## src/rtl/prince_round_ctrl.sv

```systemverilog
// Sequencing FSM for the two-share round-based PRINCE datapath.
// Optional abort input enabled by defining PRINCE_ABORT_EN.
module prince_round_ctrl #(
   parameter int unsigned SB_LAT = 2,
   parameter int unsigned N_PASS = 12
) (
   input  logic clk,
   input  logic rst_n,
   input  logic start,
   input  logic dec_in,
`ifdef PRINCE_ABORT_EN
   input  logic abort,
`endif
   output logic ready,
   output logic busy,
   output logic done,
   output logic Dec_EncBar,
   output logic cnt_rst,
   output logic cnt_en,
   output logic start_path,
   output logic inv1_ctrl,
   output logic inv2_ctrl,
   output logic prng_en
);

   typedef enum logic [1:0] {
      IDLE = 2'd0,
      RUN  = 2'd1,
      FIN  = 2'd2
   } state_e;

   localparam logic [2:0] SUB_LAST = 3'(SB_LAT - 1);
   localparam logic [3:0] P_LAST   = 4'(N_PASS - 1);

   state_e     state_q, state_d;
   logic [2:0] sub_q, sub_d;
   logic [3:0] p_q, p_d;
   logic       dec_q, dec_d;
   logic       abort_w;

`ifdef PRINCE_ABORT_EN
   assign abort_w = abort;
`else
   assign abort_w = 1'b0;
`endif

   assign Dec_EncBar = dec_q;

   // State, counters and latched mode
   always_ff @(posedge clk or negedge rst_n) begin
      if (!rst_n) begin
         state_q <= IDLE;
         sub_q   <= '0;
         p_q     <= '0;
         dec_q   <= 1'b0;
      end else begin
         state_q <= state_d;
         sub_q   <= sub_d;
         p_q     <= p_d;
         dec_q   <= dec_d;
      end
   end

   // Next-state and output decode; selects follow the registered pass count
   always_comb begin
      state_d    = state_q;
      sub_d      = sub_q;
      p_d        = p_q;
      dec_d      = dec_q;
      ready      = 1'b0;
      busy       = 1'b0;
      done       = 1'b0;
      cnt_rst    = 1'b0;
      cnt_en     = 1'b0;
      start_path = 1'b0;
      inv1_ctrl  = 1'b0;
      inv2_ctrl  = 1'b0;
      prng_en    = 1'b0;
      if (state_q != IDLE) begin
         start_path = (p_q == 4'd0);
         inv2_ctrl  = (p_q <= 4'd4);
         inv1_ctrl  = (p_q >= 4'd6);
      end
      unique case (state_q)
         IDLE: begin
            ready   = 1'b1;
            cnt_rst = 1'b1;
            if (start && !abort_w) begin
               dec_d   = dec_in;
               sub_d   = '0;
               p_d     = '0;
               state_d = RUN;
            end
         end
         RUN: begin
            busy    = 1'b1;
            prng_en = 1'b1;
            if (sub_q == SUB_LAST) begin
               sub_d = '0;
               if (p_q == P_LAST) begin
                  state_d = FIN;
               end else begin
                  cnt_en = 1'b1;
                  p_d    = p_q + 4'd1;
               end
            end else begin
               sub_d = sub_q + 3'd1;
            end
            if (abort_w) state_d = IDLE;
         end
         FIN: begin
            done    = !abort_w;
            state_d = IDLE;
         end
         default: begin
            state_d = IDLE;
         end
      endcase
   end

endmodule

```

## config.mk

```make
export PLATFORM = sky130hd
export DESIGN_NAME = prince_round_ctrl
export DESIGN_NICKNAME = d
export VERILOG_FILES = /design/src/rtl/prince_round_ctrl.sv
export SDC_FILE = /design/constraint.sdc
export NUM_CORES = 1
export LEC_CHECK = 0
export ABC_AREA = 1
export BUFFER_PORTS_ARGS = -buffer_cell sky130_fd_sc_hd__buf_4
export CORE_MARGIN = 1
export CORE_UTILIZATION = 45
export CTS_BUF_LIST = sky130_fd_sc_hd__clkbuf_8
export DETAILED_ROUTE_END_ITERATION = 10
export PLACE_DENSITY = 0.67
export SLEW_MARGIN = 20
export SYNTH_ARGS = -nofsm -noshare
export SYNTH_HDL_FRONTEND = slang
export SYNTH_SLANG_ARGS = --single-unit
export TNS_END_PERCENT = 30
```

## constraint.sdc

```tcl
create_clock -name clk -period 1.65 [get_ports clk]
set_clock_uncertainty 0.1 [all_clocks]
set_input_delay 0.2475 -clock clk [delete_from_list [all_inputs] [get_ports clk]]
set_output_delay 0.2475 -clock clk [all_outputs]
set_load 0.02 [all_outputs]
```

==> impl_metrics.yaml <==
critical_path:
  crit_type: "reg2out"
  cp-end-kind: "output pin"
  crit_required_ns: 1.30
  setup.worst_path.start_class: "flip-flop"
  r2r-start: "state_q[0]$_DFFE_PN0P_"
  crit_start: "p_q[1]$_DFFE_PN0P_"
  crit_arrival_ns: 1.36
  critPathMaxFanout: 2
clocking:
  htreeDepth: 1
  cts_tree: "yes"
  clock_latency_ns: 0.23
  clock-sinks: 10
  cts_root_buffer: "clkbuf_8"
  numCtsBuffers: 3
  clk_path_buf_depth: 2
  path_clk_slew_ns: 0.05
floorplan:
  coreArea_sq_um: 1170
  io_pins: 14
  initial_utilization: 0.507
  die_h_um: 38.3
  fp.dieW_um: 38.3
  dieArea_sq_um: 1470
  core.rowCount: 12
synthesis:
  muxShareOfSynthArea: 0
  syn_avg_cell_area_sq_um: 7.82
  yosys.area_share.simple: 0.299
  synth.area.top_cells: "dfrtp_1, nand2_1, inv_1, nand3_1, o21ai_0"
  yosysSeqAreaShare: 0.421
  synth_top_area_cell: "dfrtp_1"
  syn_inst: 76
  syn_area_sq_um: 594
  synth-compound-area-share: 0.107
  ys_top_cells_by_count: "nand2_1, inv_1, dfrtp_1, nand3_1, o21ai_0"
  synthAdderAreaFrac: 0.0421
  yosys.area_share.xor_xnor: 0.0147
  synth_cell_types: 20
  synth_top_family_by_area: "simple AND/OR/NAND/NOR gates"
  ys_ff_latch: 10
  synth_edf_count: 0
  synth-main-ff-cell: "dfrtp_1"
  syn_nets: 82
  async_flop_share: 1.00
  yosysMostFrequentCell: "nand2_1"
  yosys_warnings: 0
  synth_top_cell_area_share: 0.421
outcome:
  status: "finished with violations"
  violations: "negative setup slack"
global_routing:
  grt_max_degree: 11
  gr-usage-all-layers: 0.204
  grt_antenna_before_repair: 0
  grt_pass1_wl_mm: 2.06
  grt_overflow: 0
  grt_pass1_vias: 515
layout:
  drive_above_1_share: 0.333
  final_util: 0.685
  nets: 104
  fillCellCount: 93
  num_antenna_cells: 0
  area_growth_pct: 34.9
hold_path:
  min_from: "dec_in"
  hold_path.class: "in2reg"
job:
  cap_violations: 0
sta:
  hold_viol: 0
  grt_setup_unrepaired: "yes"
  setup_viol: 1
  maxSlewViolCount: 0
  setup_tns_ns: -0.0526
  fin_ws_ns: -0.0526
  relSlewSlack: 0.777
  fin_crit_sh: 1.03
  tightest_slew_ns: 0.334
  fmax_mhz: 587
  period_needed_ns: 1.70
drt:
  drcViolationCount: 0
  vias: 575
  drt_first_pass_iters: 4
  drt_iter0_markers: 9
  vias_per_cell: 5.23
  post_drt_wl_per_cell_um: 11.0
  wl_mm: 1.21
  ant_nets: 0
placement:
  port_buffers: 13
  dp_hpwl_um: 871
  gp_congestion: 0.816
power:
  p_leak_nw: 0.416
  power_density_nw_per_um2: 1940
  p_total_w: 0.00156
  max-vdd-ir-drop_v: 0.00118
-- path summary, 6_finish.rpt --
path | depth (start not counted) | endpoint | slack [ns]
max in group asynchronous | 2 | state_q[1]$_DFFE_PN0P_ | 1.03
min reg2reg | 2 | Dec_EncBar$_DFFE_PN0P_ | 0.38
min in group asynchronous | 2 | sub_q[1]$_DFFE_PN0P_ | 0.28
max reg2reg | 6 | p_q[0]$_DFFE_PN0P_ | 0.27
max | 6 | cnt_en | -0.05
min | 3 | Dec_EncBar$_DFFE_PN0P_ | 0.17
-- routing by layer --
layer  up-vias  wire length, um  global-route usage
met3         2               75              0.0465
met1       267              561               0.254
met2        20              564               0.326
met4         0                6               0.112
met5         -                0                   0
li1        286                -                   -
-- cell families after synthesis --
family | Yosys count
AO/OA/AOI/OAI | 12
XOR/XNOR | 1
adder cells (fa/ha/maj) | 2
buffers and inverters | 16
flip-flops | 10
AND/OR/NAND/NOR | 35
-- through the flow --
step                      hold WS (ns)  worst slack (ns)  instance area [sq um]  instances
after floorplan                 -0.148             0.144                    594         76
after global placement         -0.0207             0.155                    719        104
after detailed placement       -0.0195             0.142                    719        104
after CTS                        0.165           -0.0735                    802        110
after global routing             0.177            -0.123                    802        110
final                            0.167           -0.0526                    802        110
-- state kept, by name, summed over array words and instances (netlist names) --
signal,count
state_q,2
Dec_EncBar,1
sub_q,3
p_q,4
-- cell type report --
type,instances,area (sq um),share of cell area
tap,14,17.5,0.0218
timing repair buffer,20,156,0.195
multi-input combinational,50,288,0.359
inverter,13,48.8,0.0608
sequential,10,250,0.312
clock buffer,3,41.3,0.0515
-- power breakdown --
| part | internal (W) | switching [W] |
|---|---|---|
| Clock | 0.000159 | 0.0000857 |
| Sequential | 0.000327 | 0.0000625 |
| Combinational | 0.000385 | 0.000536 |
-- critical path, cell delays in order, from the launching register on --
cell and delay, ns:
dfrtp_1 0.38, ha_2 0.20, inv_2 0.06, nor3_2 0.04, or2_1 0.23, nor2_2 0.10
buf_6 0.12
-- layout by cell type, fill, tap and decap left out --
cell,n
nand3_1,7
ha_1,1
nand2_1,16
buf_6,1
inv_1,9
a21oi_1,4
nor3_2,2
xor2_1,1
dfrtp_1,10
ha_2,1
nor2_2,1
inv_2,4
nor2_8,1
or2_1,1
buf_4,18
nor2_1,3
o21a_1,1
o21ai_0,6
o22ai_1,1
dlygate4sd3_1,1
clkbuf_8,3
nand4_1,3
nand3_2,1
-- what timing repair did --
item                                   in CTS  in global routing
pin swaps                                   2                  1
resized for setup                           6                  0
setup endpoints to repair                   2                  6
buffers inserted                            2                  0
hold buffers                                1                  0
endpoints found under the hold margin      10                  0
No activity file was read; power rests on OpenSTA's default activity.
